$ cat src/rtl/calc_pkg.sv
// Shared types and constants for the ALU result display path.
// Holds the converter FSM states, the BCD digit type and default sizes.
// Also holds the leading-zero blank rule used when new digits are latched.
package calc_pkg;

   // Default sizes: an 8-bit magnitude needs three decimal digits (max 255).
   localparam int WIDTH_DEF  = 8;
   localparam int DIGITS_DEF = 3;

   // Blank mask after reset: "0" is displayed with hundreds and tens dark.
   localparam logic [2:0] BLANK_RESET = 3'b110;

   typedef enum logic [1:0] {
      IDLE  = 2'd0,
      SHIFT = 2'd1,
      DONE  = 2'd2
   } state_t;

   typedef logic [3:0] bcd_t;

   // Leading-zero blanking {hundreds, tens, ones}.
   // Tens only blanks when hundreds is also blank. Ones always stays lit.
   function automatic logic [2:0] blank_mask(input bcd_t hund, input bcd_t ten);
      logic b_hund;
      logic b_ten;
      b_hund = (hund == 4'd0);
      b_ten  = b_hund && (ten == 4'd0);
      return {b_hund, b_ten, 1'b0};
   endfunction

endpackage

$ cat src/rtl/bcd_digit_adj.sv
// Double-dabble digit corrector: a nibble of 5 or more gets +3 before the shift.
// Purely combinational, no latency; has no handshake and never stalls.
// Any carry out of the 4-bit sum is dropped; legal BCD inputs (0..9) never produce one.
module bcd_digit_adj
   import calc_pkg::*;
(
   input  bcd_t digit_i,
   output bcd_t digit_o
);

   assign digit_o = (digit_i >= 4'd5) ? (digit_i + 4'd3) : digit_i;

endmodule

$ cat src/rtl/result_bcd_converter.sv
// Converts the ALU magnitude to three BCD digits, one bit per clock, with sign and blanking.
// done pulses WIDTH+1 cycles after start is accepted; throughput is one result per WIDTH+2 cycles.
// start is only honoured in IDLE. Requests in SHIFT or DONE are dropped, not queued.
module result_bcd_converter
   import calc_pkg::*;
#(
   parameter int WIDTH  = WIDTH_DEF,
   parameter int DIGITS = DIGITS_DEF
)
(
   input  logic             clk,
   input  logic             rst,
   input  logic             start,
   input  logic [WIDTH-1:0] value,
   input  logic             neg,
   output logic             busy,
   output logic             done,
   output logic [3:0]       hundreds,
   output logic [3:0]       tens,
   output logic [3:0]       ones,
   output logic             sign,
   output logic [2:0]       blank
);

   // Working register: BCD digits in the upper nibbles, the binary magnitude in the low WIDTH bits.
   localparam int SR_W  = DIGITS * 4 + WIDTH;
   localparam int CNT_W = $clog2(WIDTH + 1);

   // Bit offsets of the three displayed digits inside the working register.
   localparam int ONES_LSB = WIDTH;
   localparam int TENS_LSB = WIDTH + 4;
   localparam int HUND_LSB = WIDTH + 8;

   state_t            state_q, state_d;
   logic [SR_W-1:0]   sr_q, sr_d;
   logic [SR_W-1:0]   sr_adj;
   logic [CNT_W-1:0]  cnt_q, cnt_d;
   logic              neg_q, neg_d;

   logic              busy_q, busy_d;
   logic              done_q, done_d;
   bcd_t              hund_q, hund_d;
   bcd_t              tens_q, tens_d;
   bcd_t              ones_q, ones_d;
   logic              sign_q, sign_d;
   logic [2:0]        blank_q, blank_d;

   bcd_t              adj_digit [DIGITS];

   // One corrector per BCD nibble. All nibbles are corrected in parallel before each shift.
   for (genvar g = 0; g < DIGITS; g++) begin : g_adj
      bcd_digit_adj u_adj (
         .digit_i (sr_q[WIDTH + 4*g +: 4]),
         .digit_o (adj_digit[g])
      );
   end

   // Rebuild the working register with corrected nibbles; the binary part passes through unchanged.
   always_comb begin
      sr_adj = sr_q;
      for (int d = 0; d < DIGITS; d++) begin
         sr_adj[WIDTH + 4*d +: 4] = adj_digit[d];
      end
   end

   // State register: reset aborts any conversion in flight.
   always_ff @(posedge clk) begin
      if (rst) begin
         state_q <= IDLE;
      end else begin
         state_q <= state_d;
      end
   end

   // Next-state logic: the counter value 1 marks the last of the WIDTH shifts.
   always_comb begin
      state_d = state_q;
      unique case (state_q)
         IDLE:    if (start) state_d = SHIFT;
         SHIFT:   if (cnt_q == CNT_W'(1)) state_d = DONE;
         DONE:    state_d = IDLE;
         default: state_d = IDLE;
      endcase
   end

   // Datapath and output next values.
   // Displayed outputs change only when leaving DONE, so partial digits are never shown.
   always_comb begin
      sr_d    = sr_q;
      cnt_d   = cnt_q;
      neg_d   = neg_q;
      busy_d  = (state_q != IDLE);
      done_d  = (state_q == DONE);
      hund_d  = hund_q;
      tens_d  = tens_q;
      ones_d  = ones_q;
      sign_d  = sign_q;
      blank_d = blank_q;
      unique case (state_q)
         IDLE: begin
            if (start) begin
               sr_d  = {{(DIGITS*4){1'b0}}, value};
               neg_d = neg;
               cnt_d = CNT_W'(WIDTH);
            end
         end
         SHIFT: begin
            sr_d  = sr_adj << 1;
            cnt_d = cnt_q - CNT_W'(1);
         end
         DONE: begin
            // The last shift is not followed by a correction, so the nibbles are already final.
            hund_d  = sr_q[HUND_LSB +: 4];
            tens_d  = sr_q[TENS_LSB +: 4];
            ones_d  = sr_q[ONES_LSB +: 4];
            sign_d  = neg_q;
            blank_d = blank_mask(sr_q[HUND_LSB +: 4], sr_q[TENS_LSB +: 4]);
         end
         default: begin
            sr_d = sr_q;
         end
      endcase
   end

   // Datapath and output registers.
   // busy and done are registered, so they trail the state by one cycle.
   always_ff @(posedge clk) begin
      if (rst) begin
         sr_q    <= '0;
         cnt_q   <= '0;
         neg_q   <= 1'b0;
         busy_q  <= 1'b0;
         done_q  <= 1'b0;
         hund_q  <= 4'd0;
         tens_q  <= 4'd0;
         ones_q  <= 4'd0;
         sign_q  <= 1'b0;
         blank_q <= BLANK_RESET;
      end else begin
         sr_q    <= sr_d;
         cnt_q   <= cnt_d;
         neg_q   <= neg_d;
         busy_q  <= busy_d;
         done_q  <= done_d;
         hund_q  <= hund_d;
         tens_q  <= tens_d;
         ones_q  <= ones_d;
         sign_q  <= sign_d;
         blank_q <= blank_d;
      end
   end

   assign busy     = busy_q;
   assign done     = done_q;
   assign hundreds = hund_q;
   assign tens     = tens_q;
   assign ones     = ones_q;
   assign sign     = sign_q;
   assign blank    = blank_q;

endmodule

$ cat config.mk
export PLATFORM = sky130hd
export DESIGN_NAME = result_bcd_converter
export DESIGN_NICKNAME = d
export VERILOG_FILES = /design/src/rtl/calc_pkg.sv /design/src/rtl/bcd_digit_adj.sv /design/src/rtl/result_bcd_converter.sv
export SDC_FILE = /design/constraint.sdc
export NUM_CORES = 1
export LEC_CHECK = 0
export BUFFER_PORTS_ARGS = -buffer_cell sky130_fd_sc_hd__clkbuf_2
export CORE_MARGIN = 10
export CORE_UTILIZATION = 40
export DETAILED_ROUTE_END_ITERATION = 12
export PLACE_DENSITY = 0.63
export SLEW_MARGIN = 20
export SYNTH_ARGS = -nofsm -noshare
export SYNTH_HDL_FRONTEND = slang
export SYNTH_SLANG_ARGS = --single-unit
$ cat constraint.sdc
create_clock -name clk -period 1.92 [get_ports clk]
set_input_delay 0.384 -clock clk [delete_from_list [all_inputs] [get_ports clk]]
set_output_delay 0.384 -clock clk [all_outputs]
set_load 0.02 [all_outputs]
==> results of run 1 <==
## sequential cells by signal, summed over array words and instances (netlist names)
register / flops
neg_q: 1
state_q: 2
ones: 4
done: 1
sign: 1
busy: 1
blank: 2
cnt_q: 4
sr_q: 20
hundreds: 4
tens: 4
## metrics by stage
step | hold WS (ps) | std cells | area, um2 | worst slack, ps | utilization (%)
after floorplan | 432.1 | 227 | 1953 | 517.1 | -
after global placement | 443.7 | 317 | 2158 | 436.5 | 45.70
after detailed placement | 449.1 | 317 | 2158 | 401.5 | 45.70
after CTS | 299.0 | 323 | 2257 | 378.4 | 47.79
final | 306.3 | 323 | 2257 | 371.6 | 47.79
after global routing | 310.6 | 323 | 2257 | 238.5 | 47.79
## layout by cell type (no fill, tap or decap), types with 5 or more instances in the layout
cell,synthesis,layout
ha_1,9,9
o21ai_0,11,11
dfxtp_1,44,44
nand2b_1,5,5
clkbuf_2,0,28
buf_4,2,8
nand2_1,39,39
a21oi_1,26,26
inv_1,15,15
clkbuf_8,0,5
nor2_1,17,17
## cell type report
cell class	count	area share [%]
Inverter	15	2.494
Timing Repair Buffer	36	8.869
Clock buffer	5	3.049
Clock inverter	1	1.330
Multi-Input combinational cell	155	41.52
Sequential cell	44	39.02
Tap cell	67	3.714
## final timing paths
kind                  from       end  slack (ps)
setup / recovery   sr_q[9]  sr_q[10]         370
hold / removal    value[0]   sr_q[0]         310
setup reg to reg   sr_q[9]  sr_q[10]         370
hold reg to reg    tens[2]   tens[2]         460
## report_power, final
part	switching, W	internal (W)	total [W]
sequential	0.0000370	0.000955	0.000992
clock	0.000290	0.000373	0.000663
combinational	0.000120	0.0000945	0.000215
total	0.000447	0.00142	0.00187
## routing by layer
layer	vias up	routed length [um]	track usage, %
met5	-	0	0
met3	6	271	4.073
met2	41	1808	16.22
li1	825	-	-
met4	0	51	3.581
met1	705	2035	12.49
## kinds of logic after synthesis
family,share of synthesized area (%)
multiplexers,2.114
buffers and inverters,6.918
AO/OA/AOI/OAI,19.35
XOR/XNOR,1.794
flip-flops,45.10
other,0.1920
AND/OR/NAND/NOR,18.77
adder cells (fa/ha/maj),5.766
## worst register-to-register path, delay by kind of cell, from the launching register on
kind	cells	cell delay (ps)
buf+inv	1	90
simple gates	1	130
mux	1	130
compound gates	2	550
fa+ha+maj	1	170
flops	1	370
==> run_results.csv, run 1 <==
group,metric,value,unit
clock_network,post_cts_resized,0,
finish,drive_above_1_share,21.09,%
finish,fillCellCount,477,
floorplan,start_util,41.35,%
critical_path,crit_family,"compound AO/OA/AOI/OAI gates",
finish,multi_input_area,937.1,um2
synth,yosys_register_bits,44,
drt,viasPerCell,4.882,
synth,yosys_warnings,0,
clock_network,clk_latency,290,ps
drt,drt_iter0_drc,72,
placed_design,place_congestion,0.8123,
timing,grt_setup_unrepaired,"false",
placed_design,hpwl,3.055,mm
power_and_ir_drop,p_leak,0.9448,nW
floorplan,num_rows,25,
floorplan,die_w,89.88,um
synth,synth.area.top_cells,"dfxtp_1 (45%), nand2_1 (7.5%), a21oi_1 (6.7%), ha_1 (5.8%), nor2_1 (3.3%)",
critical_path,worst-path-stages,6,
synth,synth_area_per_cell,8.604,um2
timing,worst_pin_slew,502.5,ps
timing,fmax,645.8,MHz
critical_path,cp_cell_sequence,"inv_1 -> ha_1 -> nand2b_1 -> a21oi_1 -> mux2i_1 -> a22o_1",
finish,nets,278,
global_route,grt_pass1_vias,1488,
clock_network,cts_tree,"yes",
global_route,globalRouteTotalUtil,10.33,%
timing,slew_viol_final,0,
min_path,hold_depth,2,
drt,vias,1577,
min_path,min-delay-path-class,"in -> reg",
timing,slew_headroom,66.50,%
global_route,grt-ovfl-total,0,
clock_network,hold_buffers,0,
critical_path,path_buf_inv,1,
power_and_ir_drop,irDropWorstVdd,0.0003726,V
finish,ff_latch_area,880.8,um2
finish,area_growth,15.57,%
floorplan,io_pins,30,
critical_path,worst-path-max-fanout,4,
critical_path,cp_data_required_time,2100,ps
timing,finalHoldViolCount,0,
synth,syn_area,0.001953,mm2
critical_path,crit_path_top_delay_cell,"dfxtp_1",
power_and_ir_drop,power,0.001869,W
critical_path,arrival,1730,ps
synth,synth_flop_cell,"dfxtp_1",
clock_network,cts_sinks,44,
clock_network,clockRootBuffer,"clkbuf_8",
clock_network,postCtsSetupBuffers,0,
critical_path,r2r_cells,6,
drt,antenna_left,0,
critical_path,cpPeakStageDelay,370,ps
synth,yosysTopAreaCell,"dfxtp_1",
timing,setup_viol,0,
synth,synth_top_area_share,45.10,%
floorplan,core,0.004723,mm2
drt,drc,0,
synth,syn_nets,248,
placed_design,port_buffers,28,
clock_network,clkTransAtPathRegs,80,ps
critical_path,path_class,"reg -> reg",
drt,first_pass_iters,7,
synth,yosysMostFrequentCell,"dfxtp_1",
floorplan,dieArea,0.008078,mm2
synth,netlist_top_cells_count,"dfxtp_1 (44), nand2_1 (39), a21oi_1 (26)",
drt,wl_per_cell,12.90,um
clock_network,htreeDepth,2,
synth,synth.distinct_cells,40,
global_route,grt_start_max_net_pins,17,
global_route,antenna_found_initial,0,
global_route,grt_pass1_wl,7.148,mm
synth,synthCells,227,
floorplan,die_h,89.88,um
clock_network,clockBufferDepth,2,
synth,yosysSeqAreaShare,45.10,%
outcome,status,"finished clean",
power_and_ir_drop,p_per_area,828.2,mW/mm2
synth,synth-async-reset-ratio,0,%
timing,finalSetupTns,0,ps
clock_network,cts_buffers,5,
timing,fin_crit_sh,80.65,%
drt,routed_wl,4.168,mm
timing,finalClockSkew,6.048,ps
synth,synth_edf_count,0,
critical_path,startpoint_type,"register",
critical_path,cp-end-kind,"register",
timing,period_needed,1548,ps
finish,antenna_cells,0,
run,max-cap-violations,0,
Note: power is estimated with default switching activity, not from simulation.
==> run 2: changes to the inputs <==
Clock period 1.92 ns to 1.53 ns, I/O delays scaled along.
==> run_results.csv, run 2 (same netlist as run 1, synthesis figures left out) <==
group,metric,value,unit
outcome,status,"finished clean",
timing,finalHoldViolCount,0,
global_route,globalRouteTotalUtil,10.84,%
drt,routed_wl,4.311,mm
finish,largest_register,"sr_q",
drt,vias,1627,
power_and_ir_drop,irDropWorstVdd,0.0005104,V
critical_path,crit_family,"flip-flops",
global_route,grt_start_max_net_pins,15,
critical_path,worst-path-max-fanout,5,
drt,antenna_left,0,
clock_network,clkTransAtPathRegs,80,ps
finish,final_core_util,50.12,%
power_and_ir_drop,p_leak,1.008,nW
min_path,min-delay-path-class,"in -> reg",
power_and_ir_drop,p_per_area,1048,mW/mm2
run,max-cap-violations,0,
min_path,hold_depth,2,
global_route,grt_pass1_wl,7.452,mm
timing,fin_crit_sh,90.75,%
global_route,grt_pass1_vias,1564,
critical_path,worst-path-stages,6,
drt,first_pass_iters,4,
clock_network,htreeDepth,2,
drt,drt_iter0_drc,67,
global_route,use_met2,16.04,%
critical_path,path_class,"reg -> reg",
drt,drc,0,
floorplan,start_util,41.35,%
global_route,use_met1,14.00,%
critical_path,crit_path_top_delay_cell,"dfxtp_1",
clock_network,cts_sinks,44,
clock_network,clockRootBuffer,"clkbuf_8",
placed_design,hpwl,3.137,mm
global_route,antenna_found_initial,0,
floorplan,dieArea,0.008078,mm2
drt,viasPerCell,4.857,
timing,grt_setup_unrepaired,"false",
finish,antenna_cells,0,
floorplan,die_w,89.88,um
critical_path,cp_data_required_time,1760,ps
clock_network,post_cts_resized,0,
timing,fmax,720.2,MHz
timing,finalClockSkew,5.589,ps
floorplan,num_rows,25,
critical_path,arrival,1610,ps
finish,multi_input_area,948.4,um2
clock_network,cts_buffers,5,
clock_network,cts_tree,"yes",
floorplan,io_pins,30,
floorplan,core,0.004723,mm2
finish,most-common-layout-cells,"dfxtp_1 (43), nand2_1 (39), clkbuf_2 (28), a21oi_1 (23), buf_4 (18)",
placed_design,port_buffers,28,
timing,slew_viol_final,0,
finish,nets,288,
floorplan,die_h,89.88,um
finish,area_growth,21.20,%
global_route,grt-ovfl-total,0,
timing,period_needed,1388,ps
clock_network,hold_buffers,0,
drt,wl_per_cell,12.87,um
finish,ff_latch_area,882.1,um2
critical_path,cp_cell_sequence,"inv_1 -> ha_1 -> nand2b_1 -> nor3b_1 -> a21oi_1 -> o21ai_0",
critical_path,r2r_cells,6,
power_and_ir_drop,power,0.002480,W
finish,largest_reg_flops,20,
global_route,met3_usage,3.990,%
critical_path,cpPeakStageDelay,400,ps
critical_path,path_buf_inv,1,
finish,drive_above_1_share,26.12,%
critical_path,startpoint_type,"register",
placed_design,place_congestion,0.7287,
timing,setup_viol,0,
critical_path,cp-end-kind,"register",
clock_network,clockBufferDepth,2,
clock_network,clk_latency,300,ps
clock_network,postCtsSetupBuffers,0,
finish,final_common_cell,"dfxtp_1",
timing,finalSetupTns,0,ps
global_route,grt_busiest_layer,"met2",
finish,fillCellCount,457,
## run 2: per-layer routing
layer / share of wire, % / wire length, um
met2: 44 / 1898
met4: 1.3 / 58
met1: 49 / 2100
met3: 5.9 / 254
met5: 0 / 0
## run 2: area by class of cell
| cell class | count | area share, % |
|---|---|---|
| Multi-Input combinational cell | 155 | 40.06 |
| Inverter | 15 | 2.378 |
| Clock inverter | 2 | 1.638 |
| Clock buffer | 6 | 3.488 |
| Timing Repair Buffer | 46 | 11.63 |
| Sequential cell | 44 | 37.26 |
| Tap cell | 67 | 3.541 |
## run 2: worst paths after layout
kind,from,endpoint,slack (ps)
max,sr_q[12],sr_q[16],140
min,value[0],sr_q[0],220
max reg2reg,sr_q[12],sr_q[16],140
min reg2reg,tens[2],tens[2],460
## run 2: report_power, final
group	total (W)	internal (W)	switching (W)
Clock	0.000938	0.000534	0.000404
Combinational	0.000301	0.000141	0.000160
Sequential	0.00124	0.00120	0.0000427
## run 2: metrics by stage
step / area [um2] / setup slack (ps) / hold WS (ps) / cells
3_3_place_gp: 2233 / 120.9 / 442.0 / 327
4_1_cts: 2355 / 48.95 / 216.7 / 335
3_5_place_dp: 2233 / 62.19 / 446.8 / 327
2_1_floorplan: 1953 / 127.1 / 431.7 / 227
6_report: 2367 / 141.5 / 218.3 / 335
5_1_grt: 2367 / 6.229 / 219.7 / 335
